[config.mk]
export PLATFORM = sky130hd
export DESIGN_NAME = rcv_ctrl_fsm
export DESIGN_NICKNAME = d
export VERILOG_FILES = /design/src/rtl/rcv_ctrl_fsm.sv
export SDC_FILE = /design/constraint.sdc
export NUM_CORES = 1
export LEC_CHECK = 0
export CAP_MARGIN = 5
export CORE_ASPECT_RATIO = 1.4
export CORE_MARGIN = 2
export CORE_UTILIZATION = 55
export CTS_BUF_LIST = sky130_fd_sc_hd__clkbuf_4
export CTS_CLUSTER_SIZE = 40
export DETAILED_ROUTE_END_ITERATION = 12
export PLACE_DENSITY_LB_ADDON = 0.05
export SLEW_MARGIN = 10
export SYNTH_ARGS = -nofsm -noshare
export SYNTH_HDL_FRONTEND = slang
export SYNTH_SLANG_ARGS = --single-unit
[constraint.sdc]
create_clock -name clk -period 4.05 [get_ports clk]
set_input_delay 0.81 -clock clk [delete_from_list [all_inputs] [get_ports clk]]
set_output_delay 0.81 -clock clk [all_outputs]
set_load 0.1 [all_outputs]
[src/rtl/rcv_ctrl_fsm.sv]
// USB RX receive control: SYNC validation, payload byte writes, EOP/error tracking.
// Optional first-payload-byte PID check is enabled by defining RCV_PID_CHECK_EN.
module rcv_ctrl_fsm #(
  parameter logic [7:0]  SYNC_BYTE = 8'h80,
  parameter int unsigned MAX_BYTES = 64
) (
  input  logic       clk,
  input  logic       rst,
  input  logic       d_edge,
  input  logic       eop,
  input  logic       shift_enable,
  input  logic       byte_received,
  input  logic [7:0] rcv_data,
  output logic       rcving,
  output logic       w_enable,
  output logic [7:0] w_data,
  output logic       r_error,
  output logic [7:0] byte_cnt
);

  localparam logic [7:0] MaxCnt = 8'(MAX_BYTES);

  typedef enum logic [2:0] {
    StIdle    = 3'd0,
    StSync    = 3'd1,
    StRcvByte = 3'd2,
    StEopWait = 3'd3,
    StErrWait = 3'd4,
    StErrEop  = 3'd5,
    StErrIdle = 3'd6
  } state_e;

  state_e     state_q, state_d;
  logic       rcving_q, rcving_d;
  logic       w_enable_q, w_enable_d;
  logic [7:0] w_data_q, w_data_d;
  logic       r_error_q, r_error_d;
  logic [7:0] byte_cnt_q, byte_cnt_d;
  logic [2:0] bit_cnt_q, bit_cnt_d;
  logic       pid_ok;
  logic       eop_sample;

`ifdef RCV_PID_CHECK_EN
  // Only the first payload byte is a PID; later bytes always pass.
  assign pid_ok = (byte_cnt_q != 8'd0) || (rcv_data[7:4] == ~rcv_data[3:0]);
`else
  assign pid_ok = 1'b1;
`endif

  assign eop_sample = eop & shift_enable;

  always_comb begin
    state_d    = state_q;
    rcving_d   = rcving_q;
    w_enable_d = 1'b0;
    w_data_d   = w_data_q;
    r_error_d  = r_error_q;
    byte_cnt_d = byte_cnt_q;
    bit_cnt_d  = bit_cnt_q;

    if (byte_received) begin
      bit_cnt_d = 3'd0;
    end else if (state_q == StRcvByte && shift_enable) begin
      bit_cnt_d = bit_cnt_q + 3'd1;
    end

    case (state_q)
      StIdle, StErrIdle: begin
        if (d_edge) begin
          state_d    = StSync;
          rcving_d   = 1'b1;
          r_error_d  = 1'b0;
          byte_cnt_d = 8'd0;
          bit_cnt_d  = 3'd0;
        end
      end
      StSync: begin
        if (byte_received) begin
          state_d = (rcv_data == SYNC_BYTE) ? StRcvByte : StErrWait;
        end else if (eop_sample) begin
          state_d = StErrEop;
        end
      end
      StRcvByte: begin
        if (byte_received) begin
          if (byte_cnt_q >= MaxCnt || !pid_ok) begin
            state_d = StErrWait;
          end else begin
            w_enable_d = 1'b1;
            w_data_d   = rcv_data;
            byte_cnt_d = byte_cnt_q + 8'd1;
            // A coincident EOP sample still counts as a clean end of packet.
            if (eop_sample) state_d = StEopWait;
          end
        end else if (eop_sample) begin
          state_d = (bit_cnt_q == 3'd0) ? StEopWait : StErrEop;
        end
      end
      StEopWait: begin
        if (d_edge) begin
          state_d  = StIdle;
          rcving_d = 1'b0;
        end
      end
      StErrWait: begin
        if (eop_sample) state_d = StErrEop;
      end
      StErrEop: begin
        if (d_edge) begin
          state_d   = StErrIdle;
          rcving_d  = 1'b0;
          r_error_d = 1'b1;
        end
      end
      default: begin
        state_d    = StIdle;
        rcving_d   = 1'b0;
        w_enable_d = 1'b0;
        w_data_d   = 8'd0;
        r_error_d  = 1'b0;
        byte_cnt_d = 8'd0;
        bit_cnt_d  = 3'd0;
      end
    endcase
  end

  always_ff @(posedge clk) begin
    if (rst) begin
      state_q    <= StIdle;
      rcving_q   <= 1'b0;
      w_enable_q <= 1'b0;
      w_data_q   <= 8'd0;
      r_error_q  <= 1'b0;
      byte_cnt_q <= 8'd0;
      bit_cnt_q  <= 3'd0;
    end else begin
      state_q    <= state_d;
      rcving_q   <= rcving_d;
      w_enable_q <= w_enable_d;
      w_data_q   <= w_data_d;
      r_error_q  <= r_error_d;
      byte_cnt_q <= byte_cnt_d;
      bit_cnt_q  <= bit_cnt_d;
    end
  end

  assign rcving   = rcving_q;
  assign w_enable = w_enable_q;
  assign w_data   = w_data_q;
  assign r_error  = r_error_q;
  assign byte_cnt = byte_cnt_q;

endmodule

==> results.toml, run 1 <==
[outcome]
outcome = "complete, no violations"

[cells_and_area]
area_growth_pct = 23.8
layout-drive-gt1-share_pct = 5.29
fin_area_um2 = 1730
fill_cells = 206
antennaDiodeCount = 0
finalNonFillerCells = 223
final_core_util_pct = 72.2
final_nets = 207

[timing]
fin_ws_ns = 1.35
slew_headroom_pct = 33.8
totalNegativeSetupSlack_ns = 0
finalCriticalPeriod_ns = 2.70
worst_hold_slack_ns = 0.483
finClkSkew_ns = 0.00738
slew_viol_final = 0
tightest_slew_ns = 0.990
rsz0062_at_grt = "no"
hold_viol = 0
max_freq_mhz = 370
fin_crit_sh_pct = 66.7
setup_viol = 0

[route]
route.detailed.drc = 0
firstDrtPassIters = 4
met2WireLength_um = 1710
viasPerCell = 6.04
routed-wl-met3_um = 127
route.vias.total = 1347
drtIter0Drc = 46
wirelength_um = 3210
wl_per_cell_um = 14.4
met1_length_um = 1350
antenna_left = 0
dr.max_layer_used = "met4"

[worst_setup_path]
r2r_cells = 4
crit_type = "reg2out"
rr_endpoint = "byte_cnt[4]"
path_max_fanout = 5
crit_family = "buffers and inverters"
critPathBufInv = 1
slowest_delay_ns = 1.16
crit_slowest_cell = "clkdlybuf4s50_1"
reg2reg_slack_ns = 1.86
cp.required_ns = 3.24
crit_chain = "clkdlybuf4s50_1"
worstSetupStartpointType = "register"
worst-endpoint-arrival_ns = 1.89
r2r-start = "state_q[1]"
end_kind = "primary output"

[place]
place_hpwl_um = 2380
finalWeightedCongestion = 0.827
pre_cts_slack_ns = 1.33
placed_cell_area_um2 = 1700
port-buffer-count = 32
dp.cells = 219

[hold_path]
hold_depth = 2
hold_end = "w_data[0]"
min_path_type = "reg2reg"
min-delay-start = "w_data[0]"

[clocking]
path_clk_slew_ns = 0.13
cts_made_buffers = 3
cts.sinks = 25
cts_setup_buffers = 0
insertion_delay_ns = 0.30
cts_resized = 0
h-tree-depth = 1
tritoncts = "built"
clockBufferDepth = 2
hold_buffers = 0
root_buffer = "clkbuf_4"

[synthesis]
avgSynthCellArea_um2 = 8.45
synth_most_common_cell = "dfxtp_1"
synth_edf_count = 0
synthCells = 165
ys_top_cells_by_area = "dfxtp_1 (36%), a21oi_1 (7.2%), o21ai_0 (6.5%)"
ys_ff_latch = 25
synth_top_area_share_pct = 35.9
ys_warn_count = 0
yosys.area.top_type = "dfxtp_1"
synth_flop_cell = "dfxtp_1"
async_flop_share_pct = 0
synth_fp_nets = 182
yosys.cell_types.count = 41
seq_area_frac_synth_pct = 35.9
syn_area_um2 = 1390
synth.top_cells.by_count = "dfxtp_1 (25), a21oi_1 (20), o21ai_0 (18)"

[floorplan]
dieArea_um2 = 2960
coreArea_um2 = 2390
rows = 21
ioPinCount = 33
die_width_um = 46.5
start_util_pct = 58.3
die_h_um = 63.6

[global_routing]
grt_usage_pct = 23.6
grt_pass1_vias = 1272
antenna_found_initial = 0
grt_first_pass_wirelength_um = 5330
gr-total-overflow = 0
grt_start_max_net_pins = 21

[power]
power_density_nw_per_um2 = 362
power.total_uw = 624
leakage_nw = 0.568
ir_drop_mv = 0.256

[run]
maxCapViolations = 0
## where the power goes
group	switching (mW)	leakage [nW]	total, mW	internal, mW
logic	0.134	0.347	0.212	0.0778
clock network	0.0689	0.0184	0.114	0.0450
registers	0.0397	0.202	0.298	0.258
## state kept, by name (all words and copies together), names as in the netlist
| signal | cells |
|---|---|
| bit_cnt_q | 3 |
| byte_cnt | 8 |
| r_error | 1 |
| rcving | 1 |
| state_q | 3 |
| w_data | 8 |
| w_enable | 1 |
## worst min-delay path, stage by stage (launching register included)
cell     delay, ns
dfxtp_1       0.33
o21ai_0       0.06
a21oi_1       0.06
## logic make-up after synthesis
logic type / share of synthesized area, %
AOI/OAI and AO/OA: 27.2
and+or+nand+nor: 22.1
DFF: 35.9
buffers and inverters: 6.82
xor gates and xnor gates: 3.14
muxes: 2.15
adders and majority gates: 2.69
## per-layer routing
metal	GRT usage, %	vias up
met5	0	-
li1	-	664
met1	27.8	645
met4	5.71	0
met3	2.87	2
met2	42.5	36
## how the worst max path moves through the flow
stage,start,to,slack [ns],cells past startpoint
3_5_place_dp,byte_received,byte_cnt[6],1.33,6
5_1_grt,byte_cnt[6],byte_cnt[6],1.27,1
4_1_cts,byte_cnt[0],byte_cnt[0],1.34,1
6_report,byte_cnt[0],byte_cnt[0],1.35,1
2_1_floorplan,byte_received,byte_cnt[4],2.04,6
3_3_place_gp,byte_received,byte_cnt[6],1.42,6
## area by class of cell
cell class              instances  area, µm²  area share [%]
clock buffers                   4       30.0            1.74
flip-flops and latches         25        500            29.0
multi-input cells             120        798            46.3
inverters                       7       26.3            1.52
well taps                      34       42.5            2.47
repair buffers                 33        328            19.0
## layout by cell type (no fill, tap or decap), types with 5 or more instances in the layout
| cell type | netlist | layout |
|---|---|---|
| nor2_1 | 5 | 5 |
| inv_1 | 7 | 7 |
| o21ai_0 | 18 | 18 |
| a21oi_1 | 20 | 20 |
| o2111ai_1 | 9 | 9 |
| nor3_1 | 5 | 5 |
| nand2_1 | 8 | 8 |
| clkdlybuf4s50_1 | 0 | 32 |
| dfxtp_1 | 25 | 25 |
No activity file was read; power rests on OpenSTA's default activity.
==> inputs of run 2 (changes only) <==
--- a/config.mk
+++ b/config.mk
@@ -8,7 +8,7 @@
 export CAP_MARGIN = 5
 export CORE_ASPECT_RATIO = 1.4
 export CORE_MARGIN = 2
-export CORE_UTILIZATION = 55
+export CORE_UTILIZATION = 51
 export CTS_BUF_LIST = sky130_fd_sc_hd__clkbuf_4
 export CTS_CLUSTER_SIZE = 40
 export DETAILED_ROUTE_END_ITERATION = 12
==> constraint.sdc (replaced) <==
create_clock -name clk -period 2.8 [get_ports clk]
set_input_delay 0.56 -clock clk [delete_from_list [all_inputs] [get_ports clk]]
set_output_delay 0.56 -clock clk [all_outputs]
set_load 0.1 [all_outputs]
==> results.toml, run 2 (synthesis results as in run 1) <==
[outcome]
outcome = "complete, no violations"

[global_routing]
gr-total-overflow = 0
grt_first_pass_wirelength_um = 5260
antenna_found_initial = 0
grt_usage_pct = 21.9
grt_pass1_vias = 1283
grt_start_max_net_pins = 21

[route]
viasPerCell = 5.95
firstDrtPassIters = 4
wl_per_cell_um = 14.4
drtIter0Drc = 47
antenna_left = 0
wirelength_um = 3300
route.vias.total = 1363
route.detailed.drc = 0

[floorplan]
dieArea_um2 = 3170
die_h_um = 65.9
ioPinCount = 33
coreArea_um2 = 2620
rows = 22
die_width_um = 48.2
start_util_pct = 53.3

[place]
place_hpwl_um = 2370
pre_cts_slack_ns = 0.582
port-buffer-count = 32
placed_cell_area_um2 = 1680
finalWeightedCongestion = 0.766

[worst_setup_path]
crit_chain = "and2_0, a21oi_1, o21ai_0, a21oi_1"
cpMostUsedCell = "a21oi_1"
cp.required_ns = 2.99
r2r-start = "state_q[2]"
path_max_fanout = 17
end_kind = "register"
critPathBufInv = 0
crit_path_start = "state_q[2]"
crit_type = "reg2reg"
worstSetupStartpointType = "register"
crit_slowest_cell = "dfxtp_1"
crit_family = "flip-flops"
slowest_delay_ns = 0.81
worst-endpoint-arrival_ns = 2.22

[cells_and_area]
area_growth_pct = 22.7
final_nets = 211
antennaDiodeCount = 0
mostFrequentLayoutCells = "dfxtp_1 (25), buf_4 (24), a21oi_1 (20)"
final_core_util_pct = 65.4
layout-drive-gt1-share_pct = 17.1
fin_area_um2 = 1710
final_common_cell = "dfxtp_1"

[timing]
totalNegativeSetupSlack_ns = 0
finalCriticalPeriod_ns = 2.03
rsz0062_at_grt = "no"
fin_ws_ns = 0.766
slew_viol_final = 0
max_freq_mhz = 492
tightest_slew_ns = 0.716
finClkSkew_ns = 0.00682
hold_viol = 0
fin_crit_sh_pct = 72.6
setup_viol = 0
slew_headroom_pct = 52.2

[clocking]
h-tree-depth = 1
cts.sinks = 25
root_buffer = "clkbuf_4"
cts_made_buffers = 3
clockBufferDepth = 2
insertion_delay_ns = 0.32
cts_setup_buffers = 0
path_clk_slew_ns = 0.13
hold_buffers = 0
cts_resized = 0
tritoncts = "built"

[run]
maxCapViolations = 0

[power]
power_density_nw_per_um2 = 533
leakage_nw = 0.627
ir_drop_mv = 0.322

[hold_path]
min-delay-start = "w_data[3]"
min_path_type = "reg2reg"
[run 2: cell types whose count changed in the layout (fill, tap and decap cells not counted)]
cell             before  now
buf_4                 1   24
clkdlybuf4s50_1      32   13
[run 2: tightest hold or removal path, cell delays in order, from the launching register on]
cell,delay (ns)
dfxtp_1,0.33
o21ai_0,0.06
a21oi_1,0.06
[run 2: report_power, final]
part	internal [mW]	leakage [nW]	switching, mW
Sequential	0.374	0.202	0.0544
Combinational	0.113	0.406	0.200
Clock	0.0654	0.0184	0.105
Total	0.552	0.627	0.359
[run 2: area by class of cell]
type,count,area [µm²]
fill,235,905
multi-input combinational,120,798
sequential,25,500
timing repair buffer,37,310
tap,36,45.0
clock buffer,4,30.0
inverter,7,26.3
[run 2: path summary, 6_finish.rpt]
kind	endpoint	slack, ns	depth (start not counted)
setup / recovery	w_data[4]	0.77	4
hold / removal	w_data[3]	0.49	2
setup reg to reg	w_data[4]	0.77	4
hold reg to reg	w_data[3]	0.49	2
[run 2: per-layer routing]
metal	wire length (µm)	share of wire (%)	global-route usage (%)
met1	1460	44	27.9
met2	1670	51	37.5
met3	131	4.0	1.64
met4	34	1.0	6.08
met5	0	0	0
[run 2: through the flow]
step | hold WS (ns) | instances | power, mW
floorplan | 0.520 | 165 | 0.682
detailed placement | 0.468 | 225 | 0.745
CTS | 0.486 | 229 | 0.912
global placement | 0.459 | 225 | 0.738
finish | 0.485 | 229 | 0.911
global route | 0.507 | 229 | 0.955
